--- src/rtl/booth_ctrl.sv ---
// booth_ctrl: Moore sequencer for the radix-2 Booth multiplier datapath of the 8-bit ALU.
// Latency: start sampled in IDLE -> LOAD next cycle; 2 or 3 cycles per iteration; DONE after last SHIFT.
// Backpressure: none; start is ignored while busy, no queuing.
//
// Ports:
//   clk, reset            rising-edge clock, synchronous active-high reset
//   start                 multiply request, sampled only in IDLE
//   abort                 (only with BOOTH_CTRL_ABORT_EN) return to IDLE from any state
//   q0, q_m1              Booth pair from the datapath, sampled only in CHECK
//   count                 iteration counter value (pre-increment)
//   load_regs, cnt_clr    datapath load / counter clear (LOAD state)
//   add_en, sub_en        A <= A +/- M
//   shift_en, cnt_en      arithmetic right shift of {A,Q,Q-1} and counter increment
//   busy, done            handshake: busy outside IDLE, done one-cycle pulse
//
// Optional feature macro: BOOTH_CTRL_ABORT_EN adds the abort input.

module booth_ctrl #(
  parameter int CNT_WIDTH  = 3,
  parameter int ITERATIONS = 8
) (
  input  logic                 clk,
  input  logic                 reset,
  input  logic                 start,
`ifdef BOOTH_CTRL_ABORT_EN
  input  logic                 abort,
`endif
  input  logic                 q0,
  input  logic                 q_m1,
  input  logic [CNT_WIDTH-1:0] count,
  output logic                 load_regs,
  output logic                 cnt_clr,
  output logic                 add_en,
  output logic                 sub_en,
  output logic                 shift_en,
  output logic                 cnt_en,
  output logic                 busy,
  output logic                 done
);

  if (ITERATIONS < 1 || ITERATIONS > (1 << CNT_WIDTH)) begin : g_bad_params
    $error("booth_ctrl: ITERATIONS must be in 1..2**CNT_WIDTH");
  end

  // Termination compares the pre-increment count, so ITERATIONS == 2**CNT_WIDTH
  // still terminates even though the final increment wraps the counter to 0.
  localparam logic [CNT_WIDTH-1:0] LAST_CNT = CNT_WIDTH'(ITERATIONS - 1);

  typedef enum logic [2:0] {
    S_IDLE  = 3'd0,
    S_LOAD  = 3'd1,
    S_CHECK = 3'd2,
    S_ADD   = 3'd3,
    S_SUB   = 3'd4,
    S_SHIFT = 3'd5,
    S_DONE  = 3'd6
  } state_e;

  state_e state_q, state_d;

  always_ff @(posedge clk) begin
    if (reset) begin
      state_q <= S_IDLE;
    end else begin
      state_q <= state_d;
    end
  end

  always_comb begin
    state_d = S_IDLE;
    case (state_q)
      S_IDLE:  state_d = start ? S_LOAD : S_IDLE;
      S_LOAD:  state_d = S_CHECK;
      S_CHECK: begin
        case ({q0, q_m1})
          2'b01:   state_d = S_ADD;
          2'b10:   state_d = S_SUB;
          default: state_d = S_SHIFT;
        endcase
      end
      S_ADD:   state_d = S_SHIFT;
      S_SUB:   state_d = S_SHIFT;
      S_SHIFT: state_d = (count == LAST_CNT) ? S_DONE : S_CHECK;
      S_DONE:  state_d = S_IDLE;
      // The spare encoding recovers to IDLE.
      default: state_d = S_IDLE;
    endcase
`ifdef BOOTH_CTRL_ABORT_EN
    // Abort outranks every transition, including a start sampled in IDLE.
    if (abort) begin
      state_d = S_IDLE;
    end
`endif
  end

  always_comb begin
    load_regs = 1'b0;
    cnt_clr   = 1'b0;
    add_en    = 1'b0;
    sub_en    = 1'b0;
    shift_en  = 1'b0;
    cnt_en    = 1'b0;
    done      = 1'b0;
    busy      = (state_q != S_IDLE);
    case (state_q)
      S_LOAD: begin
        load_regs = 1'b1;
        cnt_clr   = 1'b1;
      end
      S_ADD:   add_en = 1'b1;
      S_SUB:   sub_en = 1'b1;
      S_SHIFT: begin
        shift_en = 1'b1;
        cnt_en   = 1'b1;
      end
      S_DONE:  done = 1'b1;
      default: ;
    endcase
`ifdef BOOTH_CTRL_ABORT_EN
    // An aborted multiply never reports a product.
    if (abort) begin
      done = 1'b0;
    end
`endif
  end

endmodule

--- config.mk ---
export PLATFORM = sky130hd
export DESIGN_NAME = booth_ctrl
export DESIGN_NICKNAME = d
export VERILOG_FILES = /design/src/rtl/booth_ctrl.sv
export SDC_FILE = /design/constraint.sdc
export NUM_CORES = 1
export LEC_CHECK = 0
export CAP_MARGIN = 20
export CORE_AREA = 2 2 39 41
export DETAILED_ROUTE_END_ITERATION = 8
export DIE_AREA = 0 0 41 43
export SYNTH_ARGS = -nofsm -noshare
export SYNTH_HDL_FRONTEND = slang
export SYNTH_SLANG_ARGS = --single-unit
--- constraint.sdc ---
create_clock -name clk -period 1.1 [get_ports clk]
set_input_delay 0.22 -clock clk [delete_from_list [all_inputs] [get_ports clk]]
set_output_delay 0.22 -clock clk [all_outputs]
set_load 0.01 [all_outputs]
### After elaboration in Yosys (flattened, before gate mapping)

Cells that the tools add are included.

* bitwise operators: 0
* shift operators: 0
* multiply operators: 0
* reduce and logical (&&, ||, !) cells: 3
* magnitude comparators: 0
* eq/ne operators: 9
* div/mod/pow operators: 0
* muxes and demuxes: 9
* add/sub/neg operators: 0

Operators with widths (count)
* 3-bit case mux with 5 select lines: 1
* 3-bit equality test, second input constant: 4
* 3-bit by 2-bit equality test with 1-bit output, second input constant: 2
* 1-bit two-way mux: 6
* 3-bit case mux with 2 select lines: 1
* 3-bit by 1-bit equality test with 1-bit output, second input constant: 1
* 3-bit logical NOT: 1
* 3-bit two-way mux: 1
* 3-bit nonzero test: 1
* 2-bit by 1-bit equality test with 1-bit output, second input constant: 1
* 2-bit equality test, second input constant: 1
* 2-bit OR reduction: 1

* register bits after elaboration: 3
* bits in latches: 0
* memories: 0
* input bits: 8
* bits in writable memories: 0
* output and inout bits: 8
* ROM bits: 0
* word-level logic and storage cells: 22

### Logic depth before layout (Yosys ltp)

* depth in word-level cells: 3
* gate-level depth with buffers: 4
* gate-level depth less buffers: 3

### Worst setup path after synthesis

Ideal clock, no wire load.

* kind: register to output
* start: reg state_q[2]
* end: out shift_en
* data arrival time: 897 ps
* path buffers: 1
* data required time: 880 ps
* path slack: -17 ps
* cell stages (with the launch flop): 4
* cells stage by stage: dfxtp_1 > inv_1 > nor2_1 > buf_4

* longest elaborated chain between the ends: 2

Ends and longest elaborated chain
* start, declared: RTL line 59 `state_e state_q, state_d;`
* start signal, assigned: RTL line 65 `state_q <= state_d;`
* 3-bit equality test
* 1-bit two-way mux
* end, declared: RTL line 35 `output logic shift_en,`

Every way passes these cells.

### Worst setup path in the final report

* start: reg state_q[0]
* end: reg state_q[1]

* longest elaborated chain between the ends: 3
* elaborated cells between the ends (all ways): 8
* those cells by class: 5 x eq/ne; 1 x mux; 2 x reduce/logical

Ends and longest elaborated chain
* 3-bit equality test / 3-bit by 2-bit equality test with 1-bit output (equally long branches): RTL line 71 `case (state_q)`
* 2-bit OR reduction (no source line)
* 3-bit case mux with 5 select lines *: RTL line 71

Every way passes the cells marked *; elsewhere a longest branch is shown, timed or not.
A chain may end at the register's enable or synchronous reset.

==> flow_summary.html <==
<table>
<tr><th>Metric</th><th>Value</th></tr>
<tr><th colspan="2">Drt</th></tr>
<tr><td>Post-route ant nets</td><td>0</td></tr>
<tr><td>Routed WL per cell</td><td>around 9.5 um</td></tr>
<tr><td>Count of routing violations after the opening detailed-route iteration</td><td>2</td></tr>
<tr><td>Via Count</td><td>around 280</td></tr>
<tr><td>Routed WL</td><td>between 600 and 700 um</td></tr>
<tr><td>Number of detailed-routing iterations run before antenna repair</td><td>2</td></tr>
<tr><td>Via/cell ratio</td><td>4.13</td></tr>
<tr><td>Drc violations</td><td>0</td></tr>
<tr><th colspan="2">Power</th></tr>
<tr><td>Internal Pwr Total</td><td>0.000380 W</td></tr>
<tr><td>Combinational group share of total power</td><td>38.3%</td></tr>
<tr><td>Sequential share of power</td><td>between 20% and 30%</td></tr>
<tr><td>Proportion of power drawn by the clock network</td><td>a little over a third</td></tr>
<tr><td>Proportion of total power due to net switching</td><td>a little under 30%</td></tr>
<tr><td>Leakage power</td><td>0.229 nW</td></tr>
<tr><td>Power dissipated by switching net loads</td><td>roughly 0.00016 W</td></tr>
<tr><td>VDD IR max</td><td>about 310 uV</td></tr>
<tr><td>Total power density per cell area</td><td>roughly 1000 nW/um^2</td></tr>
<tr><td>Total power after layout</td><td>about 0.00054 W</td></tr>
<tr><th colspan="2">Status</th></tr>
<tr><td>Failing checks</td><td>setup timing</td></tr>
<tr><td>Status</td><td>finished, violations left</td></tr>
<tr><th colspan="2">Placed design</th></tr>
<tr><td>Pre-CTS setup slack</td><td>-0.374 ns</td></tr>
<tr><td>Number of buffer cells added on primary ports</td><td>15</td></tr>
<tr><td>RD Place Congestion</td><td>between 0.7 and 0.8</td></tr>
<tr><td>Detailed-placement wirelength estimate</td><td>455 um</td></tr>
<tr><th colspan="2">Clock network</th></tr>
<tr><td>Total clock buffers created by CTS</td><td>3</td></tr>
<tr><td>Clock edge transition at the registers on the reported setup and hold paths</td><td>about 0.040 ns</td></tr>
<tr><td>Clock latency of the later-clocked register in the worst-skew pair</td><td>0.23 ns</td></tr>
<tr><td>CTS Root Buffer Type</td><td>sky130_fd_sc_hd__clkbuf_4</td></tr>
<tr><td>Clock tree from TritonCTS</td><td>done</td></tr>
<tr><td>H-tree depth</td><td>1</td></tr>
<tr><td>Clock sinks</td><td>3</td></tr>
<tr><td>Number of buffers between clock root and the deepest sink</td><td>2</td></tr>
<tr><th colspan="2">Logic synthesis</th></tr>
<tr><td>Seq cells post-synth</td><td>3</td></tr>
<tr><td>Ys Warns</td><td>0</td></tr>
<tr><td>Count of distinct cell types in the synthesized netlist</td><td>19</td></tr>
<tr><td>Net count after synthesis</td><td>34</td></tr>
<tr><td>Portion of the post-synthesis area used by sequential elements</td><td>28.4%</td></tr>
<tr><td>Number of cells produced by synthesis</td><td>26</td></tr>
<tr><td>Mean post-synth cell area</td><td>approximately 8 um^2</td></tr>
<tr><td>Cell Area, Synth</td><td>roughly 210 um^2</td></tr>
<tr><th colspan="2">GRT</th></tr>
<tr><td>Global-route wire length before repair</td><td>between 1 and 1.5 mm</td></tr>
<tr><td>Largest net degree at the start of global routing</td><td>7</td></tr>
<tr><td>GRT Residual Overflow</td><td>0</td></tr>
<tr><td>All-Layer GR Usage</td><td>approximately a tenth</td></tr>
<tr><td>Number of antenna violations at the first check in global routing</td><td>0</td></tr>
<tr><td>Vias in the first global route</td><td>262</td></tr>
<tr><th colspan="2">Worst setup path</th></tr>
<tr><td>Number of cells on the worst reg-to-reg path</td><td>3</td></tr>
<tr><td>Required time at the endpoint of the critical path</td><td>roughly 1.3 ns</td></tr>
<tr><td>Endpoint class of the critical path</td><td>register</td></tr>
<tr><td>Critical path arrival</td><td>roughly 1.4 ns</td></tr>
<tr><td>Kind of launch point of the worst setup path</td><td>register</td></tr>
<tr><td>Classification of the worst setup path</td><td>register to register</td></tr>
<tr><td>Highest fanout seen on the critical path</td><td>6</td></tr>
<tr><th colspan="2">Final layout</th></tr>
<tr><td>Footprint of the flip-flops and latches</td><td>between 60 and 70 um^2</td></tr>
<tr><td>Register name with the most flops</td><td>state_q</td></tr>
<tr><td>Top Registers</td><td>state_q (3)</td></tr>
<tr><td>Area taken by multi-input logic gates</td><td>about 170 um^2</td></tr>
<tr><td>Flip-flop count of the largest register, all copies and words added</td><td>3</td></tr>
<tr><td>Filler Cell Count</td><td>about 160</td></tr>
<tr><td>Number of antenna diodes</td><td>0</td></tr>
<tr><td>Synth-to-Final Area Change</td><td>143%</td></tr>
<tr><td>Final net count</td><td>just over 60</td></tr>
<tr><td>Share of cells above drive strength 1</td><td>67.3%</td></tr>
<tr><th colspan="2">Timing</th></tr>
<tr><td>Remaining max-slew budget at the tightest pin</td><td>about 80%</td></tr>
<tr><td>Setup tns final</td><td>-0.677 ns</td></tr>
<tr><td>Final count of pins violating max slew</td><td>0</td></tr>
<tr><td>Worst-case hold slack</td><td>~0.51 ns</td></tr>
<tr><td>Shortest clock period the worst path allows after layout</td><td>1.20 ns</td></tr>
<tr><td>Worst Setup Slack, final</td><td>-0.103 ns</td></tr>
<tr><td>Number of endpoints with negative hold slack in the final report</td><td>0</td></tr>
<tr><td>RSZ-0062 raised after global routing</td><td>true</td></tr>
<tr><td>Highest attainable clock frequency</td><td>roughly 830 MHz</td></tr>
<tr><td>Period utilization</td><td>109%</td></tr>
<tr><td>Clock skew after layout</td><td>around 0.00074 ns</td></tr>
<tr><td>Final Setup Violations</td><td>9</td></tr>
<tr><td>Tightest Pin Transition</td><td>approximately 0.26 ns</td></tr>
<tr><th colspan="2">Job</th></tr>
<tr><td>Max-Cap Viols</td><td>0</td></tr>
<tr><th colspan="2">Floorplanning</th></tr>
<tr><td>Height of the die</td><td>roughly 43 um</td></tr>
<tr><td>Rows</td><td>14</td></tr>
<tr><td>Floorplan die width</td><td>41 um</td></tr>
<tr><td>Initial core utilization</td><td>about 15%</td></tr>
<tr><td>Core box area</td><td>1380 um^2</td></tr>
<tr><td>Number of primary I/O pins</td><td>16</td></tr>
<tr><td>Area of the die</td><td>between 1500 and 2000 um^2</td></tr>
<tr><th colspan="2">Hold path</th></tr>
<tr><td>Class of the tightest hold or removal check</td><td>input port to register</td></tr>
<tr><td>Depth of the worst hold-timing path</td><td>4</td></tr>
</table>
synthesized netlist by cell type, drive strengths merged:
cell type,instances,area share (%)
a21oi,2,6.5
a311oi,1,4.1
and3,1,3.0
buf,3,12
dfxtp,3,28
inv,2,3.6
nand2,1,1.8
nand2b,2,5.9
nand3,1,2.4
nor2,3,5.3
nor3,1,2.4
nor3b,1,3.6
o21ai,1,2.4
o311ai,1,4.1
o31ai,1,3.6
or4b,1,6.5
xor2,1,4.1
area by class of cell:
cell class              count  share of cell area, %
repair buffers             25                   42.6
inverters                   2                   1.95
multi-input cells          18                   33.6
flip-flops and latches      3                   12.9
well taps                  16                   3.89
clock buffers               4                   5.11
path summary, 6_finish.rpt:
kind | end | slack [ns] | from
setup / recovery | state_q[1]$_SDFF_PP0_ | -0.10 | state_q[0]$_SDFF_PP0_
hold / removal | state_q[1]$_SDFF_PP0_ | 0.51 | q0
setup reg to reg | state_q[1]$_SDFF_PP0_ | -0.10 | state_q[0]$_SDFF_PP0_
hold reg to reg | state_q[2]$_SDFF_PP0_ | 0.62 | state_q[2]$_SDFF_PP0_
power groups by stage:
stage / logic, W / clock network [W] / registers (W)
4_1_cts: 0.000184 / 0.000200 / 0.000138
2_1_floorplan: 0.0000717 / 0 / 0.000130
6_report: 0.000206 / 0.000193 / 0.000138
3_5_place_dp: 0.000167 / 0 / 0.000131
3_3_place_gp: 0.000166 / 0 / 0.000131
5_1_grt: 0.000225 / 0.000212 / 0.000141
per-stage QoR:
step / instance area (um^2) / util [%] / cells
after detailed placement: 415 / 30.0 / 62
after floorplan: 211 / - / 26
final: 514 / 37.2 / 68
after global routing: 514 / 37.2 / 68
after global placement: 415 / 30.0 / 62
after CTS: 479 / 34.6 / 68
cells in the final DEF (no fill, tap or decap):
cell type                         count
sky130_fd_sc_hd__clkbuf_1             1
sky130_fd_sc_hd__dlygate4sd2_1        2
sky130_fd_sc_hd__nand2_1              1
sky130_fd_sc_hd__inv_4                1
sky130_fd_sc_hd__a21oi_2              1
sky130_fd_sc_hd__nand3_1              1
sky130_fd_sc_hd__a311oi_1             1
sky130_fd_sc_hd__and3_1               1
sky130_fd_sc_hd__clkbuf_4             3
sky130_fd_sc_hd__dfxtp_4              1
sky130_fd_sc_hd__buf_4                7
sky130_fd_sc_hd__nand2b_4             2
sky130_fd_sc_hd__buf_2                4
sky130_fd_sc_hd__buf_6                7
sky130_fd_sc_hd__nor2_4               3
sky130_fd_sc_hd__or4b_4               1
sky130_fd_sc_hd__xor2_2               1
sky130_fd_sc_hd__o31ai_1              1
sky130_fd_sc_hd__a21oi_1              1
sky130_fd_sc_hd__dfxtp_2              2
sky130_fd_sc_hd__nor3b_2              1
sky130_fd_sc_hd__o21ai_0              1
sky130_fd_sc_hd__o311ai_1             1
sky130_fd_sc_hd__clkdlybuf4s50_1      5
sky130_fd_sc_hd__nor3_2               1
sky130_fd_sc_hd__inv_1                1
worst max-delay path: stages, from the launching register on:
cell	delay [ns]
sky130_fd_sc_hd__dfxtp_4	0.36
sky130_fd_sc_hd__buf_4	0.15
sky130_fd_sc_hd__or4b_4	0.51
sky130_fd_sc_hd__a21oi_2	0.12
logic make-up after synthesis:
| logic type | after synthesis | share of synthesized area [%] |
|---|---|---|
| compound gates | 6 | 20.7 |
| xor+xnor | 1 | 4.14 |
| buf+inv | 5 | 16.0 |
| flops | 3 | 28.4 |
| simple gates | 11 | 30.8 |
repair_timing:
action / in CTS / in global routing
setup endpoints to repair: 10 / 11
hold buffers: 0 / 0
endpoints found under the hold margin: 0 / 0
resized for setup: 52 / 7
pin swaps: 2 / 3
buffers inserted: 2 / 0
per-layer routing:
layer  track usage (%)  routed length [um]  share of wire, %  up-vias
li1                  -                   -                 -      142
met1              10.3                 267                42      130
met2              13.1                 345                54        9
met3              3.14                  29               4.5        0
met4              12.0                   0                 0        0
met5                 0                   0                 0        -
No activity file was read; power rests on OpenSTA's default activity.
